## src/rtl/lsu_pkg.sv

```systemverilog
// Shared definitions for the load/store unit: RV32I width codes, FSM state
// type and the access-size helper.
package lsu_pkg;

  localparam logic [2:0] F3_B  = 3'b000;
  localparam logic [2:0] F3_H  = 3'b001;
  localparam logic [2:0] F3_W  = 3'b010;
  localparam logic [2:0] F3_BU = 3'b100;
  localparam logic [2:0] F3_HU = 3'b101;

  typedef enum logic [1:0] {
    S_IDLE,
    S_STORE,
    S_LOAD_ISSUE,
    S_LOAD_CAPTURE
  } lsu_state_t;

  // Number of bytes touched by an access; the low two funct3 bits carry the size.
  function automatic logic [2:0] byte_count(input logic [2:0] funct3);
    case (funct3[1:0])
      2'b00:   byte_count = 3'd1;
      2'b01:   byte_count = 3'd2;
      default: byte_count = 3'd4;
    endcase
  endfunction

endpackage

```

## src/rtl/load_store_unit_load_ext.sv

```systemverilog
// Load result extender: sign- or zero-extends the low byte/half of the RAM
// read word according to the load width code; words pass unchanged.
module lsu_load_ext
  import lsu_pkg::*;
(
  input  logic [2:0]  i_funct3,
  input  logic [31:0] i_data,
  output logic [31:0] o_data
);

  logic signed [7:0]  w_byte_s;
  logic signed [15:0] w_half_s;

  assign w_byte_s = i_data[7:0];
  assign w_half_s = i_data[15:0];

  // Select the extension that matches the load width.
  always_comb begin
    case (i_funct3)
      F3_B:    o_data = 32'(w_byte_s);
      F3_H:    o_data = 32'(w_half_s);
      F3_BU:   o_data = {24'd0, i_data[7:0]};
      F3_HU:   o_data = {16'd0, i_data[15:0]};
      default: o_data = i_data;
    endcase
  end

endmodule

```

## src/rtl/load_store_unit.sv

```systemverilog
// Load/store unit in front of a byte-wide data RAM with a registered 32-bit
// little-endian read port. Stores are serialised into one RAM write per byte;
// loads take one issue cycle and one capture cycle. Every request finishes
// with a single-cycle resp_valid pulse that overlaps IDLE.
// Build option: define LSU_MISALIGN_TRAP_EN to report misaligned H/W accesses
// as errors; otherwise the low address bits are cleared to alignment.
module load_store_unit
  import lsu_pkg::*;
#(
  parameter int ADDR_W = 6,
  parameter int DATA_W = 32
) (
  input  logic              LSU_clk,
  input  logic              LSU_rst,
  input  logic              req_valid,
  output logic              req_ready,
  input  logic              req_we,
  input  logic [2:0]        req_funct3,
  input  logic [DATA_W-1:0] req_addr,
  input  logic [DATA_W-1:0] req_wdata,
  output logic              resp_valid,
  output logic              resp_err,
  output logic [DATA_W-1:0] resp_rdata,
  output logic              ram_we,
  output logic [ADDR_W-1:0] ram_add,
  output logic [7:0]        ram_in,
  input  logic [DATA_W-1:0] ram_out
);

  lsu_state_t        r_state;
  logic [1:0]        r_cnt;
  logic [ADDR_W-1:0] r_addr;
  logic [DATA_W-1:0] r_wdata;
  logic [2:0]        r_funct3;
  logic              r_resp_valid;
  logic              r_resp_err;
  logic [DATA_W-1:0] r_resp_rdata;

  logic              w_accept;
  logic              w_f3_ok;
  logic              w_oor;
  logic              w_misalign;
  logic              w_err;
  logic [ADDR_W-1:0] w_addr_al;
  logic              w_last_byte;
  logic [DATA_W-1:0] w_wshift;
  logic [DATA_W-1:0] w_ext_data;

  assign w_accept = req_valid && (r_state == S_IDLE);
  assign w_oor    = |req_addr[DATA_W-1:ADDR_W];

`ifdef LSU_MISALIGN_TRAP_EN
  assign w_misalign = ((req_funct3 == F3_H || req_funct3 == F3_HU) && req_addr[0]) ||
                      ((req_funct3 == F3_W) && (|req_addr[1:0]));
  assign w_addr_al  = req_addr[ADDR_W-1:0];
`else
  // Halves and words silently drop the offending low bits.
  assign w_misalign = 1'b0;
  assign w_addr_al  = (req_funct3[1:0] == 2'b01) ? {req_addr[ADDR_W-1:1], 1'b0}  :
                      (req_funct3[1:0] == 2'b10) ? {req_addr[ADDR_W-1:2], 2'b00} :
                      req_addr[ADDR_W-1:0];
`endif

  // Width code legality differs between stores (no unsigned forms) and loads.
  always_comb begin
    if (req_we) begin
      w_f3_ok = (req_funct3 == F3_B) || (req_funct3 == F3_H) || (req_funct3 == F3_W);
    end else begin
      w_f3_ok = (req_funct3 == F3_B)  || (req_funct3 == F3_H)  || (req_funct3 == F3_W) ||
                (req_funct3 == F3_BU) || (req_funct3 == F3_HU);
    end
  end

  assign w_err       = !w_f3_ok || w_oor || w_misalign;
  assign w_last_byte = ({1'b0, r_cnt} == (byte_count(r_funct3) - 3'd1));
  assign w_wshift    = r_wdata >> {r_cnt, 3'b000};

  lsu_load_ext u_load_ext (
    .i_funct3 (r_funct3),
    .i_data   (ram_out),
    .o_data   (w_ext_data)
  );

  // Request fields are captured on accept; only the FSM needs reset.
  always_ff @(posedge LSU_clk) begin
    if (w_accept) begin
      r_addr   <= w_addr_al;
      r_wdata  <= req_wdata;
      r_funct3 <= req_funct3;
    end
  end

  // Sequencer: accept/check in IDLE, per-byte store walk, two-cycle load, response pulse.
  always_ff @(posedge LSU_clk or posedge LSU_rst) begin
    if (LSU_rst) begin
      r_state      <= S_IDLE;
      r_cnt        <= '0;
      r_resp_valid <= 1'b0;
      r_resp_err   <= 1'b0;
      r_resp_rdata <= '0;
    end else begin
      r_resp_valid <= 1'b0;
      r_resp_err   <= 1'b0;
      case (r_state)
        S_IDLE: begin
          if (w_accept) begin
            r_cnt <= '0;
            if (w_err) begin
              r_resp_valid <= 1'b1;
              r_resp_err   <= 1'b1;
              r_resp_rdata <= '0;
            end else if (req_we) begin
              r_state <= S_STORE;
            end else begin
              r_state <= S_LOAD_ISSUE;
            end
          end
        end
        S_STORE: begin
          if (w_last_byte) begin
            r_state      <= S_IDLE;
            r_resp_valid <= 1'b1;
            r_resp_rdata <= '0;
          end else begin
            r_cnt <= r_cnt + 2'd1;
          end
        end
        S_LOAD_ISSUE: begin
          r_state <= S_LOAD_CAPTURE;
        end
        S_LOAD_CAPTURE: begin
          r_state      <= S_IDLE;
          r_resp_valid <= 1'b1;
          r_resp_rdata <= w_ext_data;
        end
        default: r_state <= S_IDLE;
      endcase
    end
  end

  // RAM port decoded from state so a reset removes the write strobe at once.
  always_comb begin
    ram_we  = 1'b0;
    ram_add = '0;
    ram_in  = '0;
    case (r_state)
      S_STORE: begin
        ram_we  = 1'b1;
        ram_add = r_addr + ADDR_W'(r_cnt);
        ram_in  = w_wshift[7:0];
      end
      S_LOAD_ISSUE, S_LOAD_CAPTURE: begin
        ram_add = r_addr;
      end
      default: ;
    endcase
  end

  assign req_ready  = (r_state == S_IDLE);
  assign resp_valid = r_resp_valid;
  assign resp_err   = r_resp_err;
  assign resp_rdata = r_resp_rdata;

endmodule

```

## config.mk

```make
export PLATFORM = sky130hd
export DESIGN_NAME = load_store_unit
export DESIGN_NICKNAME = d
export VERILOG_FILES = /design/src/rtl/lsu_pkg.sv /design/src/rtl/load_store_unit_load_ext.sv /design/src/rtl/load_store_unit.sv
export SDC_FILE = /design/constraint.sdc
export NUM_CORES = 1
export LEC_CHECK = 0
export CORE_UTILIZATION = 50
export CTS_CLUSTER_DIAMETER = 50
export DETAILED_ROUTE_END_ITERATION = 6
export GPL_ROUTABILITY_DRIVEN = 0
export PLACE_DENSITY_LB_ADDON = 0.15
export REMOVE_ABC_BUFFERS = 1
export SLEW_MARGIN = 40
export SYNTH_ARGS = -nofsm -noshare
export SYNTH_HDL_FRONTEND = slang
export SYNTH_HIERARCHICAL = 1
export SYNTH_SLANG_ARGS = --single-unit
```

## constraint.sdc

```tcl
create_clock -name LSU_clk -period 4.3 [get_ports LSU_clk]
set_input_delay 1.29 -clock LSU_clk [delete_from_list [all_inputs] [get_ports LSU_clk]]
set_output_delay 1.29 -clock LSU_clk [all_outputs]
set_load 0.005 [all_outputs]
```

==> results of run 1 <==
==> power by group <==
group | switching, uW | total (uW) | internal [uW] | leakage (uW)
clock | 302 | 519 | 217 | 0.0000919
sequential | 94.0 | 985 | 891 | 0.000919
combinational | 326 | 678 | 352 | 0.00137
total | 722 | 2180 | 1460 | 0.00238
==> flip-flops by register name (all words and copies together) (netlist names) <==
name / cells
r_addr: 6
r_cnt: 2
r_funct3: 3
r_state: 2
r_wdata: 32
resp_err: 1
resp_rdata: 32
resp_valid: 1
==> final timing paths <==
| kind | endpoint | slack [ps] | cells after the start |
|---|---|---|---|
| worst max-delay path | ram_add[4] | 300 | 6 |
| worst min-delay path | resp_rdata[26]$_DFFE_PP0P_ | 560 | 2 |
| worst max register to register | resp_rdata[16]$_DFFE_PP0P_ | 1540 | 7 |
| worst min register to register | resp_rdata[26]$_DFFE_PP0P_ | 560 | 2 |
| max in group asynchronous | r_state[0]$_DFFE_PP0P_ | 2420 | 3 |
| min in group asynchronous | resp_rdata[6]$_DFFE_PP0P_ | 1170 | 2 |
==> layout by cell type (no fill, tap or decap), drive strengths merged, types with 2 or more instances in the layout <==
cell type / instances
xnor2: 3
nor2: 7
nor2b: 10
nor4: 3
o311ai: 32
a21boi: 2
o21ai: 30
nand2b: 3
or4: 4
edfxtp: 41
nand2: 34
or2: 2
a21oi: 37
and3: 33
buf: 10
clkbuf: 9
dfrtp: 38
clkdlybuf4s50: 152
clkinv: 4
mux4: 8
nand3: 33
mux2i: 3
ha: 6
inv: 45
==> worst max-delay path, stage by stage, from the launching register on <==
cell             delay [ps]
dfrtp_1                 730
inv_1                   170
fa_1                    500
nor2_1                  160
mux2i_1                 240
o21ai_0                 110
clkdlybuf4s50_1         460
==> layer usage <==
metal	wire length (um)	share of wire, %
met2	6013	51
met1	4797	41
met5	0	0
met3	706	6.0
met4	186	1.6
==> kinds of logic (layout without fill, tap and decap cells) <==
group,after synthesis,count (layout)
xor gates and xnor gates,3,3
and+or+nand+nor,138,138
AOI/OAI and AO/OA,110,110
adders and majority gates,7,7
DFF,79,79
muxes,11,11
buffers and inverters,86,221
==> through the flow <==
| stage | utilization (%) | hold slack, ps | worst slack [ps] | power, uW | std cells |
|---|---|---|---|---|---|
| 2_1_floorplan | - | 530.2 | 807.4 | 1320 | 391 |
| 3_3_place_gp | 68.82 | 524.3 | 587.0 | 1637 | 659 |
| 3_5_place_dp | 69.16 | 545.6 | 450.3 | 1680 | 661 |
| 4_1_cts | 71.20 | 561.7 | 278.9 | 2191 | 677 |
| 5_1_grt | 71.20 | 592.2 | 114.3 | 2288 | 677 |
| 6_report | 71.20 | 562.7 | 303.8 | 2182 | 677 |
==> area by class of cell <==
cell class	count	area [um2]
fillers	657	2524
flip-flops and latches	79	2183
multi-input cells	269	1969
repair buffers	162	1612
inverters	43	161.4
well taps	108	135.1
clock buffers	9	123.9
clock inverters	7	55.05
==> flow_summary.yaml, run 1 <==
timing:
  slew_headroom_pct: 47.43
  max_freq_mhz: 250.2
  setup_tns_ps: 0
  tightest_slew_ps: 773.2
  finalMaxSlewViolations: 0
  setup_viol: 0
  hold_viol_final: 0
  fin_crit_sh_pct: 92.94
  clock_skew_ps: 8.853
  period_needed_ps: 3996
  rsz0062_at_grt: "no"
floorplan:
  rows: 34
  initial_utilization_pct: 51.74
  core_mm2: 0.008763
  die_y_um: 97.23
  die_w_um: 97.23
  pin_count: 153
  dieArea_mm2: 0.009454
routing:
  via_count: 3925
  initialDrtViolationCount: 198
  drt-vias-per-instance: 5.798
  drcViolationCount: 0
  firstDrtPassIters: 5
  wire_per_inst_um: 17.29
  drt-total-wl_mm: 11.70
  postRouteAntennaNets: 0
setup_path:
  arrival_ps: 2710
  critPathKind: "flop to output pin"
  cp-end-kind: "output pin"
  timing.rr.start: "r_funct3[0]$_DFFE_PP_"
  critPathRequiredTime_ps: 3010
  cp-start-kind: "flop"
  cp_max_fo: 13
  critical_path.startpoint: "r_cnt[1]$_DFFE_PP0P_"
global_route:
  antenna_found_initial: 0
  grtUsageMet1_pct: 30.48
  overflow: 0
  met3_usage_pct: 4.388
  use_met2_pct: 43.23
  grt_util_all_layers_pct: 24.66
  busiest_layer: "met2"
  grt_first_pass_wirelength_mm: 18.66
  grt_pass1_vias: 3898
  grt_max_degree: 41
logic_synthesis:
  synth-edff-count: 41
  ys_seq_area_share_pct: 48.12
  synth_commonest_cells: "43 x inv_1, 41 x edfxtp_1, 38 x dfrtp_1"
  synth_mux_area_share_pct: 4.719
  yosys_warnings: 6
  avgSynthCellArea_um2: 10.45
  ys_ff_latch: 79
  synth_top_family_by_area: "compound AO/OA/AOI/OAI gates"
  synth_simple_gate_area_share_pct: 16.72
  synth.distinct_cells: 51
  synth_top_area_share_pct: 27.15
  synth-xor-area-share_pct: 0.5795
  synth_ff_type: "edfxtp_1"
  netlist_instances: 434
  async_flop_share_pct: 48.10
  netlist_area_mm2: 0.004534
  yosys.area.top_type: "edfxtp_1"
  synthAdderAreaFrac_pct: 2.097
  synth.most_common_cell: "inv_1"
  synth_area_leaders: "edfxtp_1 27%, dfrtp_1 21%, o311ai_2 6.5%"
  synth_compound_gate_area_share_pct: 19.01
cts:
  root_buffer: "clkbuf_8"
  numClockSinks: 79
  holdBufCountCts: 0
  cts_tree: "done"
  clockBufferDepth: 2
  cts_htree_levels: 3
  cts-buffers-inserted: 9
  cts_resized: 0
  post_cts_buffers: 0
  insertion_delay_ps: 350
  clkSlewWorstSetupHoldPaths_ps: 90
layout:
  finalNetCount: 674
  layout-drive-gt1-share_pct: 11.07
  areaGrowthSynthToFinish_pct: 37.61
  fin_area_mm2: 0.006240
  antenna_cells: 0
pwr:
  vdd_drop_max_uv: 174.5
  powerDensity_mw_per_mm2: 349.7
  total_leakage_power_uw: 0.002379
worst_hold_path:
  hold_path.class: "flop to flop"
  hold_path.startpoint: "resp_rdata[26]$_DFFE_PP0P_"
run_status:
  status: "finished, final reports clean"
placed_design:
  place_area_mm2: 0.006061
  dp_hpwl_mm: 7.961
  port-buffer-count: 152
flow_run:
  cap_violations: 0
Note: power is estimated with default switching activity, not from simulation.
==> run 2, diff against run 1 <==
--- a/config.mk
+++ b/config.mk
@@ -16,3 +16,4 @@
 export SYNTH_HDL_FRONTEND = slang
 export SYNTH_HIERARCHICAL = 1
 export SYNTH_SLANG_ARGS = --single-unit
+export TNS_END_PERCENT = 1
==> results of run 2 <==
The final DEF is identical to that of run 1; final timing and power are the same.
